**src/rtl/crossy_game_ctrl.sv**
```systemverilog
// crossy_game_ctrl: game-flow sequencer (state, lives, frame debounce, scroll reset/freeze); CROSSY_HISCORE_EN adds high score tracking
module crossy_game_ctrl #(
    parameter int LIVES_INIT  = 3,
    parameter int HIT_FRAMES  = 60,
    parameter int OVER_FRAMES = 120,
    parameter int FLASH_DIV   = 8
) (
    input  logic       clk,
    input  logic       rst_n,
    input  logic       vsync_i,
    input  logic       move_btn_i,
    input  logic       collision_i,
    input  logic [7:0] score_i,
    output logic       move_pulse_o,
    output logic       game_rst_o,
    output logic       freeze_o,
    output logic       flash_o,
    output logic [1:0] state_o,
    output logic [1:0] lives_o,
    output logic [7:0] high_score_o
);
    typedef enum logic [1:0] {IDLE = 2'd0, PLAY = 2'd1, HIT = 2'd2, OVER = 2'd3} state_t;
    localparam logic [1:0] LIVES0     = 2'(LIVES_INIT);
    localparam logic [7:0] HIT_LAST   = 8'(HIT_FRAMES - 1);
    localparam logic [7:0] OVER_MIN   = 8'(OVER_FRAMES);
    localparam logic [7:0] FLASH_LAST = 8'(FLASH_DIV - 1);
    state_t     state_q, state_d;
    logic [1:0] lives_q, lives_d, rst_sync_q;
    logic [7:0] cnt_q, cnt_d, fdiv_q, fdiv_d;
    logic       flash_q, flash_d, hit_q, hit_d, move_q, move_d, grst_q, grst_d;
    logic       btn_s1_q, btn_s2_q, btn_hist_q, vs_s1_q, vs_s2_q, vs_prev_q;
    logic       rst_sn, fall, press, hit_now;
    // Decisions are taken in the cycle the synchronized vsync falls, so registered outputs land on the frame tick cycle
    assign rst_sn  = rst_sync_q[1];
    assign fall    = vs_prev_q & ~vs_s2_q;
    assign press   = fall & btn_s2_q & ~btn_hist_q;
    assign hit_now = hit_q | collision_i;
    // Reset asserts immediately and releases two clocks later, aligned to clk
    always_ff @(posedge clk or negedge rst_n)
        if (!rst_n) rst_sync_q <= 2'b00;
        else        rst_sync_q <= {rst_sync_q[0], 1'b1};
    // Synchronizers, frame-sampled button history and all game state
    always_ff @(posedge clk or negedge rst_sn) begin
        if (!rst_sn) begin
            state_q    <= IDLE;
            lives_q    <= LIVES0;
            cnt_q      <= 8'h00;
            fdiv_q     <= 8'h00;
            flash_q    <= 1'b0;
            hit_q      <= 1'b0;
            move_q     <= 1'b0;
            grst_q     <= 1'b0;
            btn_s1_q   <= 1'b0;
            btn_s2_q   <= 1'b0;
            btn_hist_q <= 1'b0;
            vs_s1_q    <= 1'b0;
            vs_s2_q    <= 1'b0;
            vs_prev_q  <= 1'b0;
        end else begin
            state_q    <= state_d;
            lives_q    <= lives_d;
            cnt_q      <= cnt_d;
            fdiv_q     <= fdiv_d;
            flash_q    <= flash_d;
            hit_q      <= hit_d;
            move_q     <= move_d;
            grst_q     <= grst_d;
            btn_s1_q   <= move_btn_i;
            btn_s2_q   <= btn_s1_q;
            btn_hist_q <= fall ? btn_s2_q : btn_hist_q;
            vs_s1_q    <= vsync_i;
            vs_s2_q    <= vs_s1_q;
            vs_prev_q  <= vs_s2_q;
        end
    end
    // Next state: press starts a game, a latched hit ends the frame, timers drive respawn and game over
    always_comb begin
        state_d = state_q;
        lives_d = lives_q;
        cnt_d   = fall ? ((cnt_q == 8'hff) ? cnt_q : cnt_q + 8'd1) : cnt_q;
        fdiv_d  = fdiv_q;
        flash_d = flash_q;
        move_d  = 1'b0;
        grst_d  = 1'b0;
        hit_d   = (state_q == PLAY) && !fall && hit_now;
        case (state_q)
            IDLE: if (press) begin
                state_d = PLAY;
                grst_d  = 1'b1;
                lives_d = LIVES0;
                cnt_d   = 8'h00;
            end
            PLAY: if (fall && hit_now) begin
                state_d = HIT;
                lives_d = (lives_q == 2'd0) ? 2'd0 : lives_q - 2'd1;
                cnt_d   = 8'h00;
                fdiv_d  = 8'h00;
                flash_d = 1'b1;
            end else move_d = press;
            HIT: if (fall) begin
                if (cnt_q >= HIT_LAST) begin
                    state_d = (lives_q != 2'd0) ? PLAY : OVER;
                    grst_d  = lives_q != 2'd0;
                    flash_d = 1'b0;
                    cnt_d   = 8'h00;
                end else begin
                    fdiv_d  = (fdiv_q == FLASH_LAST) ? 8'h00 : fdiv_q + 8'd1;
                    flash_d = (fdiv_q == FLASH_LAST) ? ~flash_q : flash_q;
                end
            end
            OVER: if (press && cnt_q >= OVER_MIN) begin
                state_d = IDLE;
                cnt_d   = 8'h00;
            end
        endcase
    end
    assign move_pulse_o = move_q;
    assign game_rst_o   = grst_q;
    assign freeze_o     = state_q != PLAY;
    assign flash_o      = flash_q;
    assign state_o      = state_q;
    assign lives_o      = lives_q;
`ifdef CROSSY_HISCORE_EN
    logic [7:0] hs_q;
    // Capture a new best score at the moment a hit is registered
    always_ff @(posedge clk or negedge rst_sn)
        if (!rst_sn) hs_q <= 8'h00;
        else if (state_q == PLAY && state_d == HIT && score_i > hs_q) hs_q <= score_i;
    assign high_score_o = hs_q;
`else
    logic unused_score;
    assign unused_score = ^score_i;
    assign high_score_o = 8'h00;
`endif
endmodule

```
**config.mk**
```make
export PLATFORM = sky130hd
export DESIGN_NAME = crossy_game_ctrl
export DESIGN_NICKNAME = d
export VERILOG_FILES = /design/src/rtl/crossy_game_ctrl.sv
export SDC_FILE = /design/constraint.sdc
export NUM_CORES = 1
export LEC_CHECK = 0
export BUFFER_PORTS_ARGS = -buffer_cell sky130_fd_sc_hd__buf_2
export CORE_MARGIN = 1
export CORE_UTILIZATION = 54
export DETAILED_ROUTE_END_ITERATION = 16
export GPL_TIMING_DRIVEN = 1
export PLACE_DENSITY = 0.85
export SLEW_MARGIN = 20
export SYNTH_ARGS = -nofsm -noshare
export SYNTH_HDL_FRONTEND = slang
export SYNTH_SLANG_ARGS = --single-unit
```
**constraint.sdc**
```tcl
create_clock -name clk -period 1.2 [get_ports clk]
set_input_delay 0.24 -clock clk [delete_from_list [all_inputs] [get_ports clk]]
set_output_delay 0.24 -clock clk [all_outputs]
set_load 0.03 [all_outputs]
```
# Yosys cells after proc, flatten, opt, wreduce, memory -nomap -nowiden
# Cells that the tools add are included.
[op_classes]
n_addsub = 3
multipliers = 0
n_div = 0
n_lt_le_gt_ge = 2
eq_ne = 13
shifts = 0
mux = 35
bitwise_logic = 7
n_reduce_logical = 14
[op_table]
columns = ["op", "n"]
rows = [
  ["8-bit 2-to-1 mux", 11],
  ["8-bit case mux with 4 select lines", 1],
  ["2-bit 2-to-1 mux", 9],
  ["8-bit by 1-bit adder with 8-bit output (second input constant)", 2],
  ["8-bit case mux with 2 select lines", 1],
  ["2-bit inequality test (second input constant)", 5],
  ["1-bit 2-to-1 mux", 9],
  ["8-bit by 3-bit equality test with 1-bit output (second input constant)", 1],
  ["8-bit equality test (second input constant)", 1],
  ["8-bit by 6-bit greater-or-equal comparator with 1-bit output (second input constant)", 1],
  ["8-bit by 7-bit greater-or-equal comparator with 1-bit output (second input constant)", 1],
  ["2-bit case mux with 4 select lines", 1],
  ["4-bit AND reduction", 2],
  ["2-bit nonzero test", 3],
  ["5-bit AND reduction", 1],
  ["2-bit equality test (second input constant)", 2],
  ["1-bit logical AND", 4],
  ["2-bit logical NOT", 2],
  ["2-bit by 1-bit inequality test with 1-bit output (second input constant)", 2],
  ["1-bit case mux with 2 select lines", 2],
  ["2-bit case mux with 2 select lines", 1],
  ["1-bit bitwise AND", 3],
  ["3-bit inequality test (second input constant)", 1],
  ["1-bit inverter", 3],
  ["5 further kinds", 5],
]
[totals]
register_bits = 32
latchBits = 0
ram_bits = 0
rom_bits = 0
out_inout_bits = 16
memories = 0

# Longest topological paths before layout
# Gate-level depths: netlist (run 1).
[depth]
ltp_word = 7
ltp_mapped = 6
mapped_depth_nobuf = 5

# Worst setup path before layout (run 1)
# OpenSTA, ideal clock, no wires.
[synth_timing]
path_kind = "register -> register"
from = "register state_q[0], in the netlist state_o[0]"
to = "register fdiv_q[7]"
setup_time_ps = 118
arrival_ps = 1724
required_ps = 1082
path_slack_ps = -642
path_stages_with_launch = 7
path_cell_list = "dfrtp_1 -> buf_2 -> nand2b_4 -> or3_1 -> buf_2 -> a22o_1 -> a21o_1"
[synth_via]
elab_chain_cells = 3
word_cells_on_any_way = 8
classes_between = "eq/ne (5); mux (1); reduce/logical (2)"
[synth_rtl]
columns = ["element", "line_no", "rtl"]
rows = [
  ["start, declared", "27", "state_t state_q, state_d;"],
  ["start signal, assigned", "60", "state_q <= state_d;"],
  ["2-bit equality test / 2-bit by 1-bit equality test with 1-bit output (equally long branches)", "86", "case (state_q)"],
  ["2-bit inequality test (no source line), or another cell as far along", "-", ""],
  ["4-bit AND reduction (no source line)", "-", ""],
  ["end signal, assigned", "63", "fdiv_q <= fdiv_d;"],
  ["end, declared", "29", "logic [7:0] cnt_q, cnt_d, fdiv_q, fdiv_d;"],
]
# Several ways; a longest one is shown, not always the timed one.
# A chain may end at the register's enable or synchronous reset.

# Final worst setup path (run 1)
[layout_timing]
from = "register fdiv_q[5]"
to = "register flash_q, in the netlist flash_o"
[layout_via]
elab_chain_cells = 3
[layout_rtl]
columns = ["element", "line_no", "rtl"]
rows = [
  ["8-bit by 3-bit equality test with 1-bit output", "108", "flash_d = (fdiv_q == FLASH_LAST) ? ~flash_q : flash_q;"],
  ["3-bit inequality test (no source line)", "-", ""],
  ["4-bit AND reduction (no source line)", "-", ""],
  ["end signal, assigned", "64", "flash_q <= flash_d;"],
  ["end, declared", "30", "logic flash_q, flash_d, hit_q, hit_d, move_q, move_d, grst_q, grst_d;"],
]
# No other way between the ends.

==> results.yml, run 1 <==
floorplanning:
  die_h_um: 56.9
  start_util: 0.579
  fp-row-count: 19
  coreArea_um2: 2810
  die_x_um: 56.9
  pin_count: 29
  die_area_um2: 3230
synth:
  synth_edf_count: 0
  avgSynthCellArea_um2: 9.91
  syn_inst: 164
  syn_area_um2: 1630
  async_reset_ff_frac: 1.00
  ys_types: 46
  yosysWarnings: 0
  ys_seq_area_frac: 0.494
  ys_ff_latch: 32
  ys.flop_type: "dfrtp_1"
finish:
  final_cell_mix: "buf_4 (40), dfrtp_1 (28), buf_6 (20), nand2_1 (10), conb_1 (9)"
  finish.utilization: 0.896
  fillers: 128
  drive_above_1_share: 0.515
  syn_to_final_growth_pct: 54.7
  diodes: 0
  final_area_um2: 2510
  layout.cells.most_common: "buf_4"
  nNetsFinal: 252
  finalNonFillerCells: 268
worst_setup_path:
  ff2ff_setup_slack_ps: -490
  worst-setup-path-type: "reg2reg"
  cp.required_ps: 1460
  crit_start: "fdiv_q[5]"
  cp-end-kind: "flip-flop"
  worstSetupEndpoint: "flash_o"
  crit_arrival_ps: 1950
  cp-start-kind: "flip-flop"
  r2r-end: "flash_o"
  worst_r2r_startpoint: "fdiv_q[5]"
  worst-path-max-fanout: 2
  rr_worst_depth: 4
cts:
  clkLatencyLatePin_ps: 370
  htree_levels: 2
  cts_buffer_depth: 2
  cts_sinks: 32
  cts.reportedPaths.clkPinSlew_ps: 130
  cts_tree: "built"
  numCtsBuffers: 5
  root_buffer: "clkbuf_4"
detailed_routing:
  drtIter0Drc: 161
  postRouteWirelength_mm: 6.26
  dr.pass1.iters: 13
  wl_per_cell_um: 23.4
  dr_total_vias: 1835
  antenna_left: 0
  avgViaCountPerCell: 6.85
  drcViolationCount: 2
outcome:
  violations: "DRC, setup timing"
  status: "finished, violations left"
min_path:
  hp-class: "in2async"
sta:
  maxSlewViolCount: 0
  setup_viol: 27
  fin_worst_skew_ps: 21.4
  finalCriticalPeriod_ps: 1690
  hold_violations: 0
  fin_setup_tns_ps: -8710
  rsz0062_at_grt: "yes"
  clock.fmax_mhz: 593
  setup_slack_ps: -487
  period_share: 1.41
placement:
  place_hpwl_mm: 3.09
  place_ws_ps: -509
  place.gp.congestion: 0.933
  dp.cells: 245
  port_buffers: 12
  dpl_cell_area_um2: 2010
global_route:
  grt_pass1_vias: 1741
  grt_pass1_wl_mm: 8.66
  track_usage: 0.368
  grt_max_degree: 20
  antenna_found_initial: 0
  grt.overflow.total: 0
power:
  leakage_uw: 0.00117
  p_per_area_nw_per_um2: 2080
  ir_drop_uv: 1430
job:
  cap_violations: 0
-- what timing repair did --
action                                  in CTS  in global routing
endpoints found under the hold margin        4                  0
hold buffers                                 3                  0
pin swaps                                   25                 12
gates resized for setup                     57                 19
buffers inserted                             7                  8
endpoints found under the setup margin      29                 29
-- cells by family (layout without fill, tap and decap cells) --
group           Yosys count  in the layout  synth area share
xor+xnor                  2              2            0.0108
compound gates           36             36             0.146
buf+inv                  16             82            0.0577
mux                       2              2            0.0123
flops                    32             32             0.494
simple gates             71             71             0.251
other cells               2              9           0.00462
fa+ha+maj                 3              3            0.0231
-- worst min-delay path by stage --
stage | from | endpoint | cells past startpoint
after global placement | rst_n | rst_sync_q[0] | 1
after CTS | rst_n | rst_sync_q[1] | 2
after global routing | rst_n | rst_sync_q[1] | 2
final | rst_n | rst_sync_q[1] | 2
after detailed placement | rst_n | rst_sync_q[0] | 1
after floorplan | rst_n | rst_sync_q[0] | 0
-- per-stage QoR --
step           total power [µW]  hold slack (ps)
3_3_place_gp               3370             24.8
3_5_place_dp               3490             30.2
2_1_floorplan              2680            -55.6
4_1_cts                    4690              166
5_1_grt                    5350              203
6_report                   5240              190
-- where the power goes --
part           internal [µW]  leakage (µW)  switching, µW
registers               1390      0.000401            309
clock network            230     0.0000274            447
logic                   1380      0.000739           1480
total                   3000       0.00117           2240
-- final cells by class --
class	instances	area [µm²]	share of cell area
flip-flops and latches	32	806	0.321
clock inverters	3	23.8	0.00946
well taps	31	38.8	0.0154
inverters	4	15.0	0.00597
clock buffers	5	37.5	0.0149
repair buffers	70	601	0.239
multi-input cells	123	992	0.395
-- per-layer routing --
metal,GRT usage,part of all wire
met5,0,0
met2,0.648,0.50
met4,0.226,0.084
met1,0.390,0.33
met3,0.0945,0.087
-- synthesized netlist by cell type, types with 2 or more instances --
library cell	count	area [µm²]
a31oi_1	4	25.0
nand2b_1	2	12.5
a21oi_1	9	45.0
buf_2	3	15.0
nor2b_1	3	18.8
a211o_1	2	17.5
and2_1	2	12.5
nor2_1	11	41.3
a211oi_1	2	15.0
and4_1	3	26.3
and3_1	5	31.3
or3_1	4	25.0
o31ai_1	2	15.0
a21o_1	2	15.0
dfstp_2	2	52.6
o21ai_1	4	20.0
nor3_1	7	35.0
nand3_1	6	30.0
dfrtp_1	30	751
mux2i_1	2	20.0
nand4_1	4	25.0
conb_1	2	7.51
buf_4	8	60.1
nand2_1	15	56.3
ha_1	3	37.5
o21ai_0	3	15.0
or4_1	2	15.0
inv_1	4	15.0
-- flip-flops by register name, summed over array words and instances (netlist names) --
| name | count |
|---|---|
| vs_prev_q | 1 |
| hit_q | 1 |
| vs_s2_q | 1 |
| vs_s1_q | 1 |
| move_pulse_o | 1 |
| rst_sync_q | 2 |
| btn_s2_q | 1 |
| fdiv_q | 8 |
| btn_s1_q | 1 |
| btn_hist_q | 1 |
| state_o | 2 |
| flash_o | 1 |
| game_rst_o | 1 |
| cnt_q | 8 |
| lives_o | 2 |
-- worst max-delay path, stage by stage, from the launching register on --
cell and delay [ps]:
dfrtp_1 400, or4_4 570, nor3_4 160, o21ai_1 130, a211o_1 330
Note: power is estimated with default switching activity, not from simulation.
==> run 2, diff against run 1 <==
CORE_UTILIZATION = 40   (was 54)
PLACE_DENSITY = 0.67   (was 0.85)
==> results.yml, run 2 (synthesis results as in run 1) <==
outcome:
  status: "finished, violations left"
  violations: "setup timing"
sta:
  fin_setup_tns_ps: -7220
  rsz0062_at_grt: "yes"
  period_share: 1.31
  fin_worst_skew_ps: 3.14
  clock.fmax_mhz: 636
  maxSlewViolCount: 0
  hold_violations: 0
  setup_viol: 27
  setup_slack_ps: -372
  finalCriticalPeriod_ps: 1570
cts:
  htree_levels: 2
  cts_sinks: 32
  cts_tree: "built"
  root_buffer: "clkbuf_8"
  clkLatencyLatePin_ps: 280
  cts_buffer_depth: 2
  numCtsBuffers: 5
  cts.reportedPaths.clkPinSlew_ps: 60
finish:
  diodes: 0
  final_area_um2: 2490
  finish.utilization: 0.660
  fillers: 283
  nNetsFinal: 252
  final_cell_mix: "buf_4 (45), dfrtp_1 (28), buf_6 (17), nand2_1 (12)"
  top_regs: "cnt_q: 8 flops, fdiv_q: 8 flops"
  syn_to_final_growth_pct: 53.0
  layout.cells.most_common: "buf_4"
  drive_above_1_share: 0.489
power:
  p_int_uw: 3110
  clkPwrFrac: 0.184
  p_per_area_nw_per_um2: 1970
  combPwrFrac: 0.480
  p_sw_uw: 1790
  leakage_uw: 0.00117
  ir_drop_uv: 1090
  power.share.switching: 0.366
  seq_power_share: 0.336
  power_uw: 4900
worst_setup_path:
  worst-setup-path-type: "reg2reg"
  crit_arrival_ps: 1740
  cp-end-kind: "flip-flop"
  slowest_stage: "or4_4"
  worst-path-max-fanout: 2
  ff2ff_setup_slack_ps: -370
  slowest_delay_ps: 550
  cp.required_ps: 1360
  cp.buffers_inverters: 0
  crit_chain: "or4_4 > nor3_2 > o21ai_1 > a211o_1"
  crit_family: "simple AND/OR/NAND/NOR gates"
  cp-start-kind: "flip-flop"
global_route:
  antenna_found_initial: 0
  track_usage: 0.219
  grt_pass1_vias: 1525
  grt_pass1_wl_mm: 6.98
  grt.overflow.total: 0
  grt_max_degree: 31
floorplanning:
  die_h_um: 65.7
  die_x_um: 65.7
  coreArea_um2: 3770
  die_area_um2: 4320
  start_util: 0.431
  pin_count: 29
  fp-row-count: 22
detailed_routing:
  dr_total_vias: 1527
  met2_length_mm: 2.24
  wl_per_cell_um: 14.6
  avgViaCountPerCell: 5.36
  antenna_left: 0
  dr_wl_met3_um: 154
  highest_layer: "met4"
  postRouteWirelength_mm: 4.16
  drcViolationCount: 0
  wl_met1_mm: 1.71
  drtIter0Drc: 87
  dr.pass1.iters: 4
placement:
  port_buffers: 12
  place.gp.congestion: 0.805
  place_hpwl_mm: 2.84
  dpl_cell_area_um2: 2100
job:
  cap_violations: 0
min_path:
  hp-class: "in2reg"
[run 2: cell count changes in the layout (fill, tap and decap cells not counted), sizes merged]
cell and delta:
clkinvlp -2, buf +2, dlygate4sd3 -2, clkbuf +3, clkinv -1
[run 2: final timing paths]
| check | from | to | depth (start not counted) |
|---|---|---|---|
| max | fdiv_q[5] | flash_o | 4 |
| min | vsync_i | vs_s1_q | 1 |
| max reg2reg | fdiv_q[5] | flash_o | 4 |
| min reg2reg | rst_sync_q[1] | cnt_q[3] | 1 |
| max in group asynchronous | rst_sync_q[1] | lives_o[1] | 1 |
| min in group asynchronous | rst_sync_q[1] | cnt_q[3] | 1 |
[run 2: area by class of cell]
cell class	instances	area, µm²	share of cell area
multi-input combinational	123	932	0.375
sequential	32	806	0.324
timing repair buffer	70	574	0.231
clock buffer	8	100	0.0402
tap	48	60.1	0.0241
inverter	4	15.0	0.00604
[run 2: metrics by stage]
stage               instances  setup WS [ps]  hold slack (ps)
floorplan                 171           -502            -55.6
global placement          271           -369             24.9
detailed placement        271           -476             29.5
CTS                       286           -371             55.8
global route              285           -467             44.7
finish                    285           -372             67.3
[run 2: metal layers]
metal	GRT usage	up-vias
li1	-	724
met5	0	-
met3	0.0677	10
met2	0.367	33
met1	0.260	760
met4	0.0788	0
[run 2: what timing repair did]
item	CTS	global route
hold buffers	1	0
setup endpoints to repair	28	28
buffers inserted	7	0
endpoints found under the hold margin	2	0
gates cloned	0	0
pin swaps	14	5
gates resized for setup	46	11
[run 2: power by group through the flow]
stage               registers, µW  clock network (µW)  logic, µW
floorplan                    1840                   0        840
global placement             1600                   0       1820
detailed placement           1630                   0       1880
CTS                          1640                 932       2280
global route                 1670                 987       2530
finish                       1640                 902       2350
